File: src/rtl/gol_pkg.sv
// gol_pkg: shared definitions for the Game of Life board engine.
//   - game_state encodings driven by game_of_life_FSM
//   - engine FSM state enum and matching localparam constants
//   - default board geometry
package gol_pkg;

  // game_state encodings
  localparam logic [1:0] GS_STOP  = 2'b00;
  localparam logic [1:0] GS_PRGM  = 2'b01;
  localparam logic [1:0] GS_RUN   = 2'b10;
  localparam logic [1:0] GS_PAUSE = 2'b11;

  // Engine FSM states
  typedef enum logic [1:0] {
    ENG_IDLE   = 2'd0,
    ENG_SCAN   = 2'd1,
    ENG_COMMIT = 2'd2
  } eng_state_e;

  localparam logic [1:0] ST_IDLE   = ENG_IDLE;
  localparam logic [1:0] ST_SCAN   = ENG_SCAN;
  localparam logic [1:0] ST_COMMIT = ENG_COMMIT;

  // Default board geometry
  localparam int DEF_ROWS = 8;
  localparam int DEF_COLS = 16;

endpackage

File: src/rtl/gol_neighbour_count.sv
// gol_neighbour_count: combinational count of the live neighbours of one cell.
//
// Ports:
//   i_board  in  ROWS*COLS : board, bit idx = row*COLS + col
//   i_row    in  IDX_W     : row of the cell under evaluation
//   i_col    in  IDX_W     : column of the cell under evaluation
//   o_n      out 4         : number of live cells among the 8 neighbours
//
// Build option: GOL_TORUS_EN
//   defined   -> neighbour coordinates wrap modulo ROWS / COLS (toroidal)
//   undefined -> neighbours outside the grid count as dead
module gol_neighbour_count #(
  parameter int ROWS  = 8,
  parameter int COLS  = 16,
  parameter int IDX_W = 7
) (
  input  logic [ROWS*COLS-1:0] i_board,
  input  logic [IDX_W-1:0]     i_row,
  input  logic [IDX_W-1:0]     i_col,
  output logic [3:0]           o_n
);

  int r;
  int c;

  always_comb begin
    o_n = 4'd0;
    r   = 0;
    c   = 0;
    for (int dr = -1; dr <= 1; dr++) begin
      for (int dc = -1; dc <= 1; dc++) begin
        if (!(dr == 0 && dc == 0)) begin
          r = int'(i_row) + dr;
          c = int'(i_col) + dc;
`ifdef GOL_TORUS_EN
          // Offsets are only +-1, so a single wrap step is enough.
          if (r < 0) r = ROWS - 1;
          else if (r >= ROWS) r = 0;
          if (c < 0) c = COLS - 1;
          else if (c >= COLS) c = 0;
          o_n = o_n + {3'b000, i_board[r*COLS + c]};
`else
          if (r >= 0 && r < ROWS && c >= 0 && c < COLS)
            o_n = o_n + {3'b000, i_board[r*COLS + c]};
`endif
        end
      end
    end
  end

endmodule

File: src/rtl/gol_board_engine.sv
// gol_board_engine: board storage plus one-generation-per-step engine.
//
// Ports:
//   clka         in  1          : system clock, rising edge
//   rst_n        in  1          : asynchronous active-low reset
//   game_state   in  2          : STOP / PRGM / RUN / PAUSE from game_of_life_FSM
//   cell_idx     in  IDX_W      : row-major cell address
//   wr_en        in  1          : program write strobe (PRGM only)
//   wr_val       in  1          : value written
//   step         in  1          : one-cycle generation request
//   board        out ROWS*COLS  : current board
//   cell_val     out 1          : board[cell_idx], 0 when out of range
//   busy         out 1          : engine not IDLE
//   gen_done     out 1          : one-cycle pulse after a commit
//   gen_count    out GEN_W      : committed generations (wraps)
//   alive_count  out IDX_W+1    : live cells on the board
//   dbg_state    out 2          : engine FSM state
//
// Build option: GOL_TORUS_EN (toroidal neighbour wrap, see gol_neighbour_count).
//
// Step handshake: step is a single-cycle request with no ready/ack. It is
// taken only when the engine is IDLE and game_state is RUN on that edge;
// any other step is dropped, never queued. busy rises on the accepting edge
// and stays high through the scan and commit cycles.
module gol_board_engine
  import gol_pkg::*;
#(
  parameter int ROWS  = DEF_ROWS,
  parameter int COLS  = DEF_COLS,
  parameter int IDX_W = 7,
  parameter int GEN_W = 16
) (
  input  logic                 clka,
  input  logic                 rst_n,
  input  logic [1:0]           game_state,
  input  logic [IDX_W-1:0]     cell_idx,
  input  logic                 wr_en,
  input  logic                 wr_val,
  input  logic                 step,
  output logic [ROWS*COLS-1:0] board,
  output logic                 cell_val,
  output logic                 busy,
  output logic                 gen_done,
  output logic [GEN_W-1:0]     gen_count,
  output logic [IDX_W:0]       alive_count,
  output logic [1:0]           dbg_state
);

  localparam int               N        = ROWS * COLS;
  localparam logic [IDX_W-1:0] LAST_IDX = IDX_W'(N - 1);
  localparam logic [IDX_W-1:0] LAST_COL = IDX_W'(COLS - 1);
  localparam logic [IDX_W:0]   N_CELLS  = (IDX_W + 1)'(N);

  logic [1:0]       r_state;
  logic [N-1:0]     r_board;
  logic [N-1:0]     r_nxt;
  logic [IDX_W-1:0] r_ptr;
  logic [IDX_W-1:0] r_row;
  logic [IDX_W-1:0] r_col;
  logic [IDX_W:0]   r_acc;
  logic [IDX_W:0]   r_alive;
  logic [GEN_W-1:0] r_gen;
  logic             r_gen_done;

  logic [3:0]       w_n;
  logic             w_nxt_bit;
  logic             w_idx_ok;

  // Row/column are tracked alongside ptr so no divider is needed.
  gol_neighbour_count #(
    .ROWS  (ROWS),
    .COLS  (COLS),
    .IDX_W (IDX_W)
  ) u_nc (
    .i_board (r_board),
    .i_row   (r_row),
    .i_col   (r_col),
    .o_n     (w_n)
  );

  assign w_nxt_bit = (w_n == 4'd3) | (r_board[r_ptr] & (w_n == 4'd2));
  assign w_idx_ok  = {1'b0, cell_idx} < N_CELLS;

  always_ff @(posedge clka or negedge rst_n) begin
    if (!rst_n) begin
      r_state    <= ST_IDLE;
      r_board    <= '0;
      r_nxt      <= '0;
      r_ptr      <= '0;
      r_row      <= '0;
      r_col      <= '0;
      r_acc      <= '0;
      r_alive    <= '0;
      r_gen      <= '0;
      r_gen_done <= 1'b0;
    end else begin
      r_gen_done <= 1'b0;
      if (game_state == GS_STOP) begin
        // Abort any generation; the board survives, the counter does not.
        r_state <= ST_IDLE;
        r_gen   <= '0;
      end else if (game_state == GS_PRGM) begin
        r_state <= ST_IDLE;
        if (wr_en && w_idx_ok && (r_board[cell_idx] != wr_val)) begin
          r_board[cell_idx] <= wr_val;
          r_alive <= wr_val ? r_alive + (IDX_W + 1)'(1) : r_alive - (IDX_W + 1)'(1);
        end
      end else begin
        // RUN and PAUSE: a started generation always finishes.
        case (r_state)
          ST_IDLE: begin
            if (step && game_state == GS_RUN) begin
              r_state <= ST_SCAN;
              r_ptr   <= '0;
              r_row   <= '0;
              r_col   <= '0;
              r_acc   <= '0;
            end
          end
          ST_SCAN: begin
            r_nxt[r_ptr] <= w_nxt_bit;
            r_acc        <= r_acc + {{IDX_W{1'b0}}, w_nxt_bit};
            if (r_ptr == LAST_IDX) begin
              r_state <= ST_COMMIT;
            end else begin
              r_ptr <= r_ptr + IDX_W'(1);
              if (r_col == LAST_COL) begin
                r_col <= '0;
                r_row <= r_row + IDX_W'(1);
              end else begin
                r_col <= r_col + IDX_W'(1);
              end
            end
          end
          ST_COMMIT: begin
            r_board    <= r_nxt;
            r_alive    <= r_acc;
            r_gen      <= r_gen + GEN_W'(1);
            r_gen_done <= 1'b1;
            r_state    <= ST_IDLE;
          end
          default: r_state <= ST_IDLE;
        endcase
      end
    end
  end

  assign board       = r_board;
  assign cell_val    = w_idx_ok ? r_board[cell_idx] : 1'b0;
  assign busy        = (r_state != ST_IDLE);
  assign gen_done    = r_gen_done;
  assign gen_count   = r_gen;
  assign alive_count = r_alive;
  assign dbg_state   = r_state;

endmodule

File: config.mk
export PLATFORM = sky130hd
export DESIGN_NAME = gol_board_engine
export DESIGN_NICKNAME = d
export VERILOG_FILES = /design/src/rtl/gol_pkg.sv /design/src/rtl/gol_neighbour_count.sv /design/src/rtl/gol_board_engine.sv
export SDC_FILE = /design/constraint.sdc
export NUM_CORES = 1
export LEC_CHECK = 0
export CELL_PAD_IN_SITES_DETAIL_PLACEMENT = 1
export CELL_PAD_IN_SITES_GLOBAL_PLACEMENT = 1
export CORE_ASPECT_RATIO = 0.75
export CORE_MARGIN = 3
export CORE_UTILIZATION = 47
export CTS_CLUSTER_SIZE = 25
export DETAILED_ROUTE_END_ITERATION = 10
export GPL_TIMING_DRIVEN = 1
export PLACE_DENSITY = 0.86
export SETUP_SLACK_MARGIN = 0.5
export SLEW_MARGIN = 25
export SYNTH_ARGS = -nofsm -noshare
export SYNTH_HDL_FRONTEND = slang
export SYNTH_HIERARCHICAL = 1
export SYNTH_SLANG_ARGS = --single-unit
File: constraint.sdc
create_clock -name clka -period 10.9 [get_ports clka]
set_clock_uncertainty 0.1 [all_clocks]
set_input_delay 1.09 -clock clka [delete_from_list [all_inputs] [get_ports clka]]
set_output_delay 1.09 -clock clka [all_outputs]
set_load 0.01 [all_outputs]
==> results.py <==
metrics = {
    "outcome": {
        "status": "complete, no violations",
    },
    "global_route": {
        "grtUsageTotal_pct": 38.39,
        "grt-ovfl-total": 0,
        "antenna_found_initial": 4,
        "first_global_vias": 23970,
        "grt_pass1_wl_um": 154400,
        "grt_max_degree": 106,
    },
    "detailed_routing": {
        "dr.pass1.iters": 8,
        "vias": 23960,
        "wl_met1_um": 37240,
        "drc_errors": 0,
        "drt_iter0_drc": 3850,
        "wl_met3_um": 15320,
        "antenna_left": 0,
        "drt-total-wl_um": 103200,
        "via_per_inst": 7.617,
        "dr_wl_met2_um": 43710,
        "top_layer_used": "met5",
        "routedWlPerCell_um": 32.80,
    },
    "floorplanning": {
        "io_pins": 171,
        "initial_utilization_pct": 48.34,
        "core_area_sq_mm": 0.04817,
        "die_x_um": 263.0,
        "rows": 69,
        "dieHeight_um": 198.8,
        "dieArea_sq_mm": 0.05228,
    },
    "setup_path": {
        "worst_path_largest_cell_delay_ns": 0.72,
        "slowest_stage": "dfrtp_4",
        "crit_required_ns": 11.25,
        "critPathMostFrequentCell": "ha_1",
        "ff2ff_path_depth": 38,
        "cp-start-kind": "flip-flop",
        "crit_arrival_ns": 9.98,
        "cp-end-kind": "flip-flop",
        "cp_max_fo": 38,
        "rr_startpoint": "r_col[0]",
        "r2r_end": "r_acc[7]",
        "regToRegSetupSlack_ns": 1.27,
        "path_class": "flip-flop to flip-flop",
    },
    "timing": {
        "fmax_ghz": 0.1038,
        "hold_slack_ns": 0.4155,
        "rsz0062_at_grt": "no",
        "drv_slew": 0,
        "finalHoldViolCount": 0,
        "slew_headroom_pct": 16.18,
        "setup_viol": 0,
        "fin_crit_ns": 9.631,
        "finalCritPeriodShare_pct": 88.36,
        "fin_tns_setup_ns": 0,
        "worstMarginPinSlew_ns": 1.251,
    },
    "clocking": {
        "postCtsSetupRepairBufs": 0,
        "cts.sinks": 312,
        "clkTransAtPathRegs_ns": 0.06,
        "clk_latency_ns": 0.55,
        "clockBufferDepth": 3,
        "cts_max_level": 2,
        "cts_buffers": 36,
        "root_buffer": "clkbuf_16",
        "cts_tree": "done",
    },
    "yosys": {
        "syn_area_sq_mm": 0.02329,
        "synth_fp_nets": 2507,
        "synthTopCellsByCount": "dfrtp_1, o21ai_0, nor2_1",
        "synth-seq-area-share_pct": 33.53,
        "synthTopCellsByArea": "dfrtp_1, mux4_2, o21ai_0, o31ai_1, mux2i_1",
        "synth_edf_count": 0,
        "ys.flop_type": "dfrtp_1",
        "yosysMostFrequentCell": "dfrtp_1",
        "yosysUniqueCellTypes": 83,
        "yosysWarnings": 6,
        "async_flop_share_pct": 100.0,
        "synth_top_area_share_pct": 33.53,
        "ys_ff_latch": 312,
        "syn_inst": 2448,
        "synth_top_area_cell": "dfrtp_1",
        "syn_avg_cell_area_sq_um": 9.513,
    },
    "final_layout": {
        "layoutNonFillerInstCount": 3146,
        "areaGrowthSynthToFinish_pct": 13.05,
        "drive_gt1_share_pct": 13.74,
        "finalNetCount": 2538,
    },
    "min_path": {
        "whs_path_depth": 2,
        "min_to": "r_nxt[5]",
        "hold_class": "flip-flop to flip-flop",
        "worstHoldStart": "r_nxt[5]",
    },
    "power": {
        "power_density_mw_per_mm2": 201.3,
        "power_mw": 5.299,
        "power.leakage_nw": 10.13,
        "vdd_drop_max_v": 0.0001727,
    },
    "placement": {
        "dpl.hpwl_um": 68950,
        "gp_congestion": 1.000,
        "dp_cells": 3080,
        "io_buffers": 170,
    },
    "job": {
        "drv_cap": 0,
    },
}
[per-stage QoR]
step                worst slack (ns)  utilization [%]  instance area [sq um]
global route                  0.6321            54.63                  26320
CTS                            1.259            54.59                  26300
detailed placement             1.340            52.14                  25120
floorplan                      1.503                -                  23290
finish                         1.269            54.65                  26330
global placement               1.772            52.06                  25080
[layout make-up]
type,count,area [sq um]
Multi-Input combinational cell,1744,13840
Sequential cell,312,7814
Inverter,172,645.6
Timing Repair Buffer,213,2038
Fill cell,5331,21850
Clock buffer,51,1017
Antenna cell,3,7.507
Tap cell,639,799.5
Clock inverter,12,161.4
[layout by cell type, fill, tap and decap left out, types with 7 or more instances in the layout]
| master | n |
|---|---|
| a21oi_1 | 26 |
| a221oi_1 | 108 |
| a221oi_2 | 40 |
| a22oi_1 | 9 |
| a31oi_1 | 11 |
| and2_1 | 9 |
| and3_1 | 12 |
| buf_4 | 39 |
| clkbuf_1 | 9 |
| clkbuf_16 | 36 |
| clkdlybuf4s50_1 | 166 |
| dfrtp_1 | 309 |
| fa_1 | 9 |
| ha_1 | 34 |
| inv_1 | 170 |
| mux2_2 | 25 |
| mux2i_1 | 95 |
| mux4_2 | 129 |
| nand2_1 | 110 |
| nand2_2 | 11 |
| nand3_1 | 78 |
| nand3b_1 | 7 |
| nand4_1 | 31 |
| nor2_1 | 208 |
| nor2b_1 | 14 |
| nor3_1 | 12 |
| nor4_1 | 7 |
| o211ai_1 | 13 |
| o21ai_0 | 297 |
| o221ai_1 | 10 |
| o22ai_1 | 134 |
| o31ai_1 | 132 |
| or2_2 | 8 |
| or3_1 | 8 |
| xnor2_1 | 31 |
| xor2_1 | 24 |
[per-layer routing]
metal	GRT usage, %	vias to the layer above
li1	-	9444
met3	14.16	547
met5	1.622	-
met1	49.49	11970
met2	56.50	1999
met4	20.36	8
[report_power, final]
| part | total, mW | switching, mW | internal, mW |
|---|---|---|---|
| clock | 1.26 | 0.531 | 0.726 |
| combinational | 2.29 | 1.30 | 0.991 |
| sequential | 1.75 | 0.452 | 1.30 |
| total | 5.30 | 2.28 | 3.02 |
[logic make-up after synthesis]
| logic type | after synthesis | synth area share [%] |
|---|---|---|
| adders and majority gates | 45 | 2.708 |
| xor gates and xnor gates | 60 | 2.348 |
| DFF | 312 | 33.53 |
| AOI/OAI and AO/OA | 842 | 25.25 |
| muxes | 249 | 17.77 |
| and+or+nand+nor | 548 | 10.94 |
| buffers and inverters | 392 | 7.463 |
[what timing repair did]
action                     4_1_cts  5_1_grt
setup endpoints to repair        0        1
gates resized for setup          0        1
hold buffers                     0        0
[how the worst max path moves through the flow]
stage	from	to	slack, ns	depth (start not counted)
detailed placement	r_col[0]	r_acc[7]	1.34	38
CTS	r_col[0]	r_acc[7]	1.26	38
global route	r_col[0]	r_acc[7]	0.63	38
finish	r_col[0]	r_acc[7]	1.27	38
global placement	r_col[0]	r_acc[7]	1.77	39
floorplan	r_col[0]	r_acc[7]	1.50	48
[worst max-delay path: cells and delay by family (launching register included)]
| family | cells | cell delay [ns] |
|---|---|---|
| muxes | 3 | 0.85 |
| AOI/OAI and AO/OA | 5 | 1.22 |
| adders and majority gates | 11 | 3.15 |
| DFF | 1 | 0.72 |
| and+or+nand+nor | 13 | 2.65 |
| xor gates and xnor gates | 2 | 0.32 |
| buffers and inverters | 4 | 0.53 |
[flip-flops by register name, indices dropped and copies added (netlist names)]
register / cells
r_row: 7
gen_done: 1
alive_count: 8
dbg_state: 2
gen_count: 16
r_nxt: 128
r_col: 7
board: 128
r_ptr: 7
r_acc: 8
Note: power is estimated with default switching activity, not from simulation.
